$ cat config.mk
export PLATFORM = sky130hd
export DESIGN_NAME = sargantana_icache_replace_unit_flat
export DESIGN_NICKNAME = d
export VERILOG_FILES = /design/src/rtl/sargantana_icache_pkg.sv /design/src/rtl/sargantana_icache_replace_unit_if.sv /design/src/rtl/sargantana_icache_plru_tree.sv /design/src/rtl/sargantana_icache_replace_unit.sv /design/src/flat_wrapper.sv
export SDC_FILE = /design/constraint.sdc
export NUM_CORES = 1
export LEC_CHECK = 0
export ABC_AREA = 1
export CELL_PAD_IN_SITES_DETAIL_PLACEMENT = 1
export CELL_PAD_IN_SITES_GLOBAL_PLACEMENT = 2
export CORE_MARGIN = 5
export CORE_UTILIZATION = 35
export CTS_BUF_LIST = sky130_fd_sc_hd__clkbuf_8
export CTS_CLUSTER_DIAMETER = 60
export DETAILED_ROUTE_END_ITERATION = 10
export PLACE_DENSITY = 0.8
export SLEW_MARGIN = 25
export SYNTH_ARGS = -nofsm -noshare
export SYNTH_HDL_FRONTEND = slang
export SYNTH_HIERARCHICAL = 1
export SYNTH_SLANG_ARGS = --single-unit
$ cat constraint.sdc
create_clock -name clk_i -period 8.3 [get_ports clk_i]
set_input_delay 1.66 -clock clk_i [delete_from_list [all_inputs] [get_ports clk_i]]
set_output_delay 1.66 -clock clk_i [all_outputs]
set_load 0.1 [all_outputs]
$ cat src/rtl/sargantana_icache_pkg.sv
// Shared types and geometry for the 4-way instruction-cache replacement logic.
package sargantana_icache_pkg;

   localparam int unsigned ICACHE_N_WAY       = 4;
   localparam int unsigned ICACHE_N_WAY_CLOG2 = 2;
   localparam int unsigned ICACHE_DEPTH       = 64;
   localparam int unsigned ICACHE_IDX_BITS    = $clog2(ICACHE_DEPTH);

   // Tree PLRU bits: [0] root, [1] ways 0/1 leaf, [2] ways 2/3 leaf.
   typedef logic [2:0]              icache_plru_t;
   typedef logic [ICACHE_N_WAY-1:0] icache_way_oh_t;
   typedef logic [ICACHE_N_WAY_CLOG2-1:0] icache_way_idx_t;

   function automatic icache_way_oh_t lowest_set(input icache_way_oh_t v);
      return v & (~v + icache_way_oh_t'(1));
   endfunction

   function automatic icache_way_idx_t oh_to_idx(input icache_way_oh_t oh);
      icache_way_idx_t idx;
      idx = '0;
      for (int i = ICACHE_N_WAY - 1; i >= 0; i--) begin
         if (oh[i]) idx = icache_way_idx_t'(i);
      end
      return idx;
   endfunction

endpackage

$ cat src/rtl/sargantana_icache_replace_unit_if.sv
// Request/response bundle between the cache controller and the replace unit.
interface sargantana_icache_replace_unit_if;
   import sargantana_icache_pkg::*;

   logic                       flush_i;
   logic                       access_valid_i;
   logic [ICACHE_IDX_BITS-1:0] access_idx_i;
   icache_way_oh_t             access_way_i;
   logic                       victim_req_i;
   logic [ICACHE_IDX_BITS-1:0] victim_idx_i;
   icache_way_oh_t             valid_bits_i;
   logic                       victim_valid_o;
   icache_way_oh_t             victim_way_oh_o;
   icache_way_idx_t            victim_way_o;
   logic                       fill_valid_i;
   logic [ICACHE_IDX_BITS-1:0] fill_idx_i;
   icache_way_oh_t             fill_way_i;

   modport master (
      output flush_i, access_valid_i, access_idx_i, access_way_i,
             victim_req_i, victim_idx_i, valid_bits_i,
             fill_valid_i, fill_idx_i, fill_way_i,
      input  victim_valid_o, victim_way_oh_o, victim_way_o
   );

   modport slave (
      input  flush_i, access_valid_i, access_idx_i, access_way_i,
             victim_req_i, victim_idx_i, valid_bits_i,
             fill_valid_i, fill_idx_i, fill_way_i,
      output victim_valid_o, victim_way_oh_o, victim_way_o
   );

endinterface

$ cat src/rtl/sargantana_icache_plru_tree.sv
// Combinational 4-way tree PLRU: MRU update of one set's state and its victim.
module sargantana_icache_plru_tree
   import sargantana_icache_pkg::*;
(
   input  icache_plru_t   state_i,
   input  icache_way_oh_t way_i,
   output icache_plru_t   state_o,
   output icache_way_oh_t victim_oh_o
);

   icache_way_oh_t way_lo;

   assign way_lo = lowest_set(way_i);

   // NOTE: state_o is assigned first so no path leaves it unassigned (no latch).
   always_comb begin
      state_o = state_i;
      if (way_lo[0]) begin
         state_o[0] = 1'b1;
         state_o[1] = 1'b1;
      end else if (way_lo[1]) begin
         state_o[0] = 1'b1;
         state_o[1] = 1'b0;
      end else if (way_lo[2]) begin
         state_o[0] = 1'b0;
         state_o[2] = 1'b1;
      end else if (way_lo[3]) begin
         state_o[0] = 1'b0;
         state_o[2] = 1'b0;
      end
   end

   always_comb begin
      if (!state_i[0]) victim_oh_o = state_i[1] ? 4'b0010 : 4'b0001;
      else             victim_oh_o = state_i[2] ? 4'b1000 : 4'b0100;
   end

endmodule

$ cat src/rtl/sargantana_icache_replace_unit.sv
// Victim-way selector: lowest invalid way, else tree PLRU (or an LFSR pick when
// ICACHE_REPL_RANDOM_EN is defined). Result is registered, one cycle after request.
module sargantana_icache_replace_unit
   import sargantana_icache_pkg::*;
(
   input  logic                             clk_i,
   input  logic                             rst_i,
   sargantana_icache_replace_unit_if.slave  bus
);

   if (ICACHE_N_WAY != 4) begin : g_bad_way_count
      $error("sargantana_icache_replace_unit supports exactly 4 ways");
   end

   icache_way_oh_t  invalid_ways;
   icache_way_oh_t  free_oh;
   icache_way_oh_t  repl_oh;
   icache_way_oh_t  pick_oh;
   logic            take_req;
   logic            victim_valid_q;
   icache_way_oh_t  victim_oh_q;
   icache_way_idx_t victim_way_q;

   assign invalid_ways = ~bus.valid_bits_i;
   assign free_oh      = lowest_set(invalid_ways);
   assign pick_oh      = (|invalid_ways) ? free_oh : repl_oh;
   assign take_req     = bus.victim_req_i && !bus.flush_i;

`ifdef ICACHE_REPL_RANDOM_EN
   logic [7:0] lfsr_q;
   logic [7:0] lfsr_d;
   logic       unused_upd;

   assign lfsr_d     = {lfsr_q[6:0], lfsr_q[7] ^ lfsr_q[5] ^ lfsr_q[4] ^ lfsr_q[3]};
   assign repl_oh    = icache_way_oh_t'(1) << lfsr_q[1:0];
   assign unused_upd = ^{bus.access_valid_i, bus.access_idx_i, bus.access_way_i,
                         bus.fill_valid_i, bus.fill_idx_i, bus.fill_way_i, bus.victim_idx_i};

   always_ff @(posedge clk_i or posedge rst_i) begin
      if (rst_i) lfsr_q <= 8'h01;
      else       lfsr_q <= lfsr_d;
   end
`else
   icache_plru_t   plru_q [ICACHE_DEPTH];
   icache_plru_t   acc_next;
   icache_plru_t   fill_base;
   icache_plru_t   fill_next;
   icache_plru_t   unused_rd_next;
   icache_way_oh_t unused_acc_victim;
   icache_way_oh_t unused_fill_victim;
   logic           acc_en;
   logic           fill_en;

   assign acc_en  = bus.access_valid_i && (|bus.access_way_i);
   assign fill_en = bus.fill_valid_i && (|bus.fill_way_i);

   // A fill to the set hit in the same cycle builds on the access-updated state.
   assign fill_base = (acc_en && bus.access_idx_i == bus.fill_idx_i) ? acc_next
                                                                      : plru_q[bus.fill_idx_i];

   sargantana_icache_plru_tree u_acc_tree (
      .state_i     (plru_q[bus.access_idx_i]),
      .way_i       (bus.access_way_i),
      .state_o     (acc_next),
      .victim_oh_o (unused_acc_victim)
   );

   sargantana_icache_plru_tree u_fill_tree (
      .state_i     (fill_base),
      .way_i       (bus.fill_way_i),
      .state_o     (fill_next),
      .victim_oh_o (unused_fill_victim)
   );

   sargantana_icache_plru_tree u_read_tree (
      .state_i     (plru_q[bus.victim_idx_i]),
      .way_i       ('0),
      .state_o     (unused_rd_next),
      .victim_oh_o (repl_oh)
   );

   // NOTE: the state array is reset because a defined 3'b000 per set is observable.
   always_ff @(posedge clk_i or posedge rst_i) begin
      if (rst_i) begin
         for (int i = 0; i < ICACHE_DEPTH; i++) plru_q[i] <= '0;
      end else if (bus.flush_i) begin
         for (int i = 0; i < ICACHE_DEPTH; i++) plru_q[i] <= '0;
      end else begin
         if (acc_en)  plru_q[bus.access_idx_i] <= acc_next;
         if (fill_en) plru_q[bus.fill_idx_i]   <= fill_next;
      end
   end
`endif

   // NOTE: non-blocking assignments keep every register sampling pre-edge values.
   always_ff @(posedge clk_i or posedge rst_i) begin
      if (rst_i) begin
         victim_valid_q <= 1'b0;
         victim_oh_q    <= 4'b0001;
         victim_way_q   <= '0;
      end else begin
         victim_valid_q <= take_req;
         if (take_req) begin
            victim_oh_q  <= pick_oh;
            victim_way_q <= oh_to_idx(pick_oh);
         end
      end
   end

   assign bus.victim_valid_o  = victim_valid_q;
   assign bus.victim_way_oh_o = victim_oh_q;
   assign bus.victim_way_o    = victim_way_q;

   a_access_onehot: assert property (@(posedge clk_i) disable iff (rst_i)
      bus.access_valid_i |-> $onehot0(bus.access_way_i));
   a_fill_onehot: assert property (@(posedge clk_i) disable iff (rst_i)
      bus.fill_valid_i |-> $onehot0(bus.fill_way_i));

endmodule

$ cat src/flat_wrapper.sv
// flat-port wrapper written by rule: the top's interface ports become plain ports
module sargantana_icache_replace_unit_flat import sargantana_icache_pkg::*;
  (clk_i, rst_i, bus_flush_i, bus_access_valid_i, bus_access_idx_i, bus_access_way_i, bus_victim_req_i, bus_victim_idx_i, bus_valid_bits_i, bus_fill_valid_i, bus_fill_idx_i, bus_fill_way_i, bus_victim_valid_o, bus_victim_way_oh_o, bus_victim_way_o);
  sargantana_icache_replace_unit_if bus_i ();
  input  logic clk_i;
  input  logic rst_i;
  input wire logic [$bits(bus_i.flush_i)-1:0] bus_flush_i;
  input wire logic [$bits(bus_i.access_valid_i)-1:0] bus_access_valid_i;
  input wire logic [$bits(bus_i.access_idx_i)-1:0] bus_access_idx_i;
  input wire logic [$bits(bus_i.access_way_i)-1:0] bus_access_way_i;
  input wire logic [$bits(bus_i.victim_req_i)-1:0] bus_victim_req_i;
  input wire logic [$bits(bus_i.victim_idx_i)-1:0] bus_victim_idx_i;
  input wire logic [$bits(bus_i.valid_bits_i)-1:0] bus_valid_bits_i;
  input wire logic [$bits(bus_i.fill_valid_i)-1:0] bus_fill_valid_i;
  input wire logic [$bits(bus_i.fill_idx_i)-1:0] bus_fill_idx_i;
  input wire logic [$bits(bus_i.fill_way_i)-1:0] bus_fill_way_i;
  output wire logic [$bits(bus_i.victim_valid_o)-1:0] bus_victim_valid_o;
  output wire logic [$bits(bus_i.victim_way_oh_o)-1:0] bus_victim_way_oh_o;
  output wire logic [$bits(bus_i.victim_way_o)-1:0] bus_victim_way_o;
  assign bus_i.flush_i = bus_flush_i;
  assign bus_i.access_valid_i = bus_access_valid_i;
  assign bus_i.access_idx_i = bus_access_idx_i;
  assign bus_i.access_way_i = bus_access_way_i;
  assign bus_i.victim_req_i = bus_victim_req_i;
  assign bus_i.victim_idx_i = bus_victim_idx_i;
  assign bus_i.valid_bits_i = bus_valid_bits_i;
  assign bus_i.fill_valid_i = bus_fill_valid_i;
  assign bus_i.fill_idx_i = bus_fill_idx_i;
  assign bus_i.fill_way_i = bus_fill_way_i;
  assign bus_victim_valid_o = bus_i.victim_valid_o;
  assign bus_victim_way_oh_o = bus_i.victim_way_oh_o;
  assign bus_victim_way_o = bus_i.victim_way_o;
  sargantana_icache_replace_unit u_core (.clk_i(clk_i), .rst_i(rst_i), .bus(bus_i));
endmodule
==> metrics.md, run 1 <==
| Metric | Value |
|---|---|
| DRC violations left | 0 |
| Period utilization | 74.0% |
| Finished Cell Area | 0.0174 mm2 |
| Warnings from Yosys | 6 |
| CP startpoint kind | input pin |
| Buffer type at the clock tree root | clkbuf_8 |
| Slew of the pin with the lowest slew margin | 1150 ps |
| Cts hold-fix bufs | 0 |
| Antenna violations before repair | 1 |
| Kind of end point of the critical path | flop |
| Fraction of final layout cells with drive strength greater than 1 | 4.75% |
| Number of nets produced by synthesis | 2,664 |
| Placer's final routability congestion estimate | 0.968 |
| Routed Antenna Nets | 0 |
| First-pass GRT wire length | 127,000 um |
| IO Count | 43 |
| PortBufs | 42 |
| Placement Cell Area | 0.0170 mm2 |
| Path class of the lowest-slack min-delay path | reg2reg |
| Number of global-route vias before repair | 19,100 |
| Remaining global-route overflow | 0 |
| Hold Violations, Final | 0 |
| Cell count after synthesis | 2,628 |
| Initial standard-cell utilization of the core | 35.4% |
| Worst slew margin relative to its limit | 23.5% |
| Floorplan die width | 225 um |
| Startpoint-to-endpoint class of the critical path | in2reg |
| Max-Cap Viols | 0 |
| Leakage power total | 8.64 nW |
| Crit Path Max Fanout | 18 |
| Post-CTS Setup Inserts | 0 |
| Sinks on the clock net | 199 |
| Iteration-0 DRC Markers | 1,728 |
| Routed vias/inst | 6.08 |
| Endpoints failing setup | 0 |
| Max Clock Freq | 163 MHz |
| Average size of a mapped cell | 6.13 um2 |
| Number of buffers added by the clock tree synthesis step | 17 |
| Die Height | 225 um |
| Bufs on Longest Clock Path | 2 |
| Insertion delay to the later sink of the worst-skew pair | 610 ps |
| Final net count | 2,613 |
| Routed WL per cell | 26.8 um |
| Placeable core area | 0.0455 mm2 |
| Die outline area | 0.0504 mm2 |
| Area grow syn2layout | 8.20% |
| Count of final max-slew check failures | 0 |
| Clock tree from TritonCTS | yes |
| Run status | completed |
| Detailed placer's ending HPWL | 56,600 um |
| Clock period minus worst slack | 6140 ps |
| Arrival time at the worst endpoint | 6690 ps |
| Combined global-route utilization of all metal layers | 33.4% |
| Setup repair after global routing missed its margin | false |
| Data required, critical path | 8850 ps |
| Resized Gates After CTS | 0 |
| Final-layout setup total negative slack | 0 ps |
| Skew final | 26.8 ps |
| Worst voltage drop across the vdd grid | 0.000102 V |
| Detailed-route wire length | 85,400 um |
| Total standard cell area after synthesis | 0.0161 mm2 |
| Power per cell area | 125 mW/mm2 |
| Clock-pin slew reported for the worst setup and hold paths after clock tree synthesis | 110 ps |
| First-pass iteration count of the detailed router | 5 |
| Site Rows | 78 |
| Maximum number of pins on one net before global-route repair | 92 |
| Number of vias in the routed layout | 19,400 |
| H-tree depth | 4 |
## layer usage
metal	track usage, %	vias up	routed length, um	share of wire, %
li1	-	8606	-	-
met1	46.3	9591	36700	43
met2	50.0	997	36600	43
met3	8.26	196	8410	9.9
met4	13.6	0	3670	4.3
met5	0	-	0	0
## stage by stage
step | power [mW] | util, % | hold slack [ps] | worst slack, ps | std cells
2_1_floorplan | 1.29 | - | 539 | 1220 | 2628
3_3_place_gp | 1.49 | 37.3 | 472 | 1870 | 3156
3_5_place_dp | 1.50 | 37.4 | 473 | 1790 | 3157
4_1_cts | 2.18 | 38.2 | 501 | 2440 | 3188
5_1_grt | 2.26 | 38.3 | 527 | 2080 | 3189
6_report | 2.18 | 38.3 | 497 | 2160 | 3191
## power by group
part	switching, mW	total [mW]	internal [mW]
logic	0.400	0.505	0.105
clock network	0.423	0.682	0.259
registers	0.0102	0.992	0.982
total	0.833	2.18	1.35
## cell usage in the layout, fill, tap and decap left out, types with 2 or more instances in the layout
master           instances
a21oi_1                265
buf_16                   2
buf_2                    2
buf_4                   49
clkbuf_8                20
clkdlybuf4s50_1         38
clkinv_1                 5
clkinv_2                 4
clkinv_4                 3
clkinvlp_4               2
dfrtp_1                198
diode_2                  2
inv_1                  366
inv_2                    7
inv_4                    2
nand2_1                745
nand3_1                246
nand4_1                  3
nor2_1                 102
nor2_2                  14
nor2_4                   5
nor3_1                   9
nor3_2                   3
o211a_1                  4
o211ai_1               168
o21ai_0                204
o21ai_1                 18
o221ai_1                 3
o22ai_1                 90
## final timing paths
kind | from | end | slack (ps) | cells after the start
min | u_core/bus.victim_way_o[1] | u_core/bus.victim_way_o[1] | 500 | 2
min in group asynchronous | rst_i | u_core/plru_q[43] | 1570 | 2
min reg2reg | u_core/bus.victim_way_o[1] | u_core/bus.victim_way_o[1] | 500 | 2
max in group asynchronous | rst_i | u_core/plru_q[121] | 5310 | 3
max reg2reg | u_core/plru_q[176] | u_core/plru_q[11] | 4560 | 20
max | bus_access_idx_i[0] | u_core/plru_q[11] | 2160 | 23
## registers in the layout, summed over array words and instances (netlist names)
register,count
u_core/bus.victim_valid_o,1
u_core/plru_q,192
u_core/bus.victim_way_oh_o,4
u_core/bus.victim_way_o,2
## layout make-up
cell class / instances / area (um2)
diodes: 2 / 5.00
repair buffers: 92 / 825
fillers: 6130 / 28000
inverters: 381 / 1440
clock buffers: 20 / 275
multi-input cells: 1886 / 9050
well taps: 600 / 751
clock inverters: 11 / 100
flip-flops and latches: 199 / 4980
## worst max-delay path, cell delays in order
cell and delay (ps):
clkdlybuf4s50_1 530, inv_2 190, nand3_1 740, buf_4 500, o22ai_1 170, nor2_1 70, nand2_1 60, nand2_1 60
nand2_1 70, nor2_1 60, nand2_1 60, nand2_1 50, nand2_1 750, inv_2 70, nand2_1 100, nand2_1 60
inv_1 50, nand2_1 60, nand2_2 70, clkinv_1 710, a21oi_1 370, o21ai_0 130, inv_1 60
Note: power is estimated with default switching activity, not from simulation.
==> run 2: changes to the inputs <==
CORE_UTILIZATION = 32   (was 35)
PLACE_DENSITY = 0.77   (was 0.8)
clock period = 5.45 ns   (was 8.3 ns; I/O delays follow)
==> run 2 against run 1 <==
Effect of this change: first-iteration DRC count grew 15%; via count rose by 1.3%; critical endpoint is now u_core/plru_q[72]; sequential cell count unchanged; sequential power grew 52%; critical path type unchanged.
==> metrics.md, run 2 (synthesis results as in run 1) <==
| Metric | Value |
|---|---|
| Final-layout setup total negative slack | 0 ps |
| GR met3 Demand/Resource | 6.15% |
| Max FFs per register | 192 |
| Endpoints failing setup | 0 |
| Max Clock Freq | 240 MHz |
| Post-CTS Setup Inserts | 0 |
| Placement Cell Area | 0.0175 mm2 |
| Setup repair after global routing missed its margin | false |
| H-tree depth | 4 |
| Max stage delay cell, worst path | clkdlybuf4s50_1 |
| Clock-pin slew reported for the worst setup and hold paths after clock tree synthesis | 120 ps |
| FF-to-FF path depth | 21 |
| First-pass iteration count of the detailed router | 5 |
| Commonest non-fill, non-tap cells in the layout | nand2_1, inv_1, a21oi_1 |
| First-pass GRT wire length | 129,000 um |
| Most Used Layer, Global Route | met2 |
| Resized Gates After CTS | 0 |
| Worst voltage drop across the vdd grid | 0.000157 V |
| Remaining global-route overflow | 0 |
| Slew of the pin with the lowest slew margin | 1240 ps |
| Post-route worst hold slack | 508 ps |
| Insertion delay to the later sink of the worst-skew pair | 610 ps |
| Worst slew margin relative to its limit | 17.5% |
| Placeable core area | 0.0500 mm2 |
| Detailed-route wire length | 88,700 um |
| Area taken by multi-input logic gates | 0.00904 mm2 |
| Count of final max-slew check failures | 0 |
| Startpoint-to-endpoint class of the critical path | in2reg |
| Leakage power total | 8.84 nW |
| Routed Antenna Nets | 0 |
| Sinks on the clock net | 199 |
| Run status | completed |
| Routed WL per cell | 27.0 um |
| Die outline area | 0.0549 mm2 |
| Cts hold-fix bufs | 0 |
| Leading cell type in the layout, fill and taps excluded | nand2_1 |
| Final net count | 2,641 |
| CP startpoint kind | input pin |
| Arrival time at the worst endpoint | 4680 ps |
| Cell count after placement | 3,258 |
| Hold Path Stages | 2 |
| Cells along the critical path | clkdlybuf4s50_1 > nand3_1 > buf_12 > o22ai_1 > nor2_1 > nand2_1 > nand2_1 > nand2_1 > nor2_1 > nand2_1 > nand2_1 > o21ai_2 > inv_2 > nand2_1 > nand2_1 > inv_1 > nand2_1 > o21ai_4 > buf_4 > nand3_1 > a21oi_1 |
| Floorplan die width | 234 um |
| Site Rows | 82 |
| Hold Violations, Final | 0 |
| Number of vias in the routed layout | 19,600 |
| Maximum number of pins on one net before global-route repair | 102 |
| Register with the most flip-flops | u_core/plru_q |
| Detailed placer's ending HPWL | 59,300 um |
| Worst path buffer plus inverter count | 5 |
| Period utilization | 76.6% |
| Data required, critical path | 5960 ps |
| M2 GR Usage | 48.6% |
| Clock period minus worst slack | 4170 ps |
| Skew final | 22.7 ps |
| DRC violations left | 0 |
| Path class of the lowest-slack min-delay path | reg2reg |
| Finished Cell Area | 0.0179 mm2 |
| Most numerous cell on the critical path | nand2_1 |
| Initial standard-cell utilization of the core | 32.2% |
| Placer's final routability congestion estimate | 0.965 |
| Crit-path leading delay family | buffers and inverters |
| Fraction of final layout cells with drive strength greater than 1 | 5.77% |
| Max-Cap Viols | 0 |
| Diode insertion count for antenna repair | 0 |
| Iteration-0 DRC Markers | 1,986 |
| CP Depth | 21 |
| IO Count | 43 |
| Met1 track demand over resource | 44.0% |
| Area grow syn2layout | 11.0% |
| Routed vias/inst | 5.97 |
| Non-Filler Instances | 3,290 |
| Delay of the slowest cell on the worst path | 660 ps |
| Flip-flop and latch area | 0.00498 mm2 |
| Power per cell area | 194 mW/mm2 |
| Number of buffers added by the clock tree synthesis step | 17 |
| Clock tree from TritonCTS | yes |
| Combined global-route utilization of all metal layers | 31.9% |
| Number of global-route vias before repair | 19,300 |
| Kind of end point of the critical path | flop |
| Buffer type at the clock tree root | clkbuf_8 |
| Crit Path Max Fanout | 41 |
| Bufs on Longest Clock Path | 2 |
| PortBufs | 42 |
| Antenna violations before repair | 0 |
| Die Height | 234 um |
| Number of fill cells | 6,615 |
[run 2: through the flow]
stage               power (mW)  worst slack, ps  utilization, %
finish                    3.46             1280            35.8
global route              3.58             1120            35.8
CTS                       3.48             1370            35.8
detailed placement        2.33              744            34.9
global placement          2.32              883            34.9
floorplan                 1.96             1550               -
[run 2: final timing paths]
path | from | to | slack (ps)
setup reg to reg | u_core/plru_q[0] | u_core/plru_q[72] | 2430
min in group asynchronous | rst_i | u_core/plru_q[175] | 870
setup / recovery | bus_access_idx_i[1] | u_core/plru_q[72] | 1280
hold / removal | u_core/bus.victim_way_oh_o[3] | u_core/bus.victim_way_oh_o[3] | 510
max in group asynchronous | rst_i | u_core/plru_q[113] | 3550
hold reg to reg | u_core/bus.victim_way_oh_o[3] | u_core/bus.victim_way_oh_o[3] | 510
[run 2: worst reg2reg max path, cell delays in order (launching register included)]
cell     delay [ps]
dfrtp_1         390
inv_1            80
o21ai_0         160
nand2_1          70
nand2_1          70
nand2_1          70
nand2_1         170
nand2_1          70
nand2_1          90
nor2_1           70
nand2_1          60
nand2_1          60
o21ai_2         150
inv_2            50
nand2_1          60
nand2_1          60
inv_1            60
nand2_1          80
o21ai_4         130
buf_4           630
nand3_1         160
a21oi_1         190
[run 2: where the power goes]
group / total (mW) / leakage (nW) / internal, mW / switching, mW
combinational: 0.813 / 5.87 / 0.183 / 0.630
sequential: 1.51 / 2.77 / 1.50 / 0.0166
clock: 1.14 / 0.199 / 0.468 / 0.670
total: 3.46 / 8.84 / 2.15 / 1.32
[run 2: routing by layer]
| layer | up-vias | part of all wire [%] |
|---|---|---|
| met5 | - | 0 |
| met4 | 0 | 4.6 |
| met3 | 227 | 8.5 |
| met2 | 938 | 43 |
| met1 | 9810 | 44 |
| li1 | 8658 | - |
[run 2: layout make-up]
type	count	area share, %
clock inverters	14	0.980
repair buffers	120	6.45
well taps	672	4.70
clock buffers	18	1.39
inverters	381	8.05
multi-input cells	1886	50.6
flip-flops and latches	199	27.9
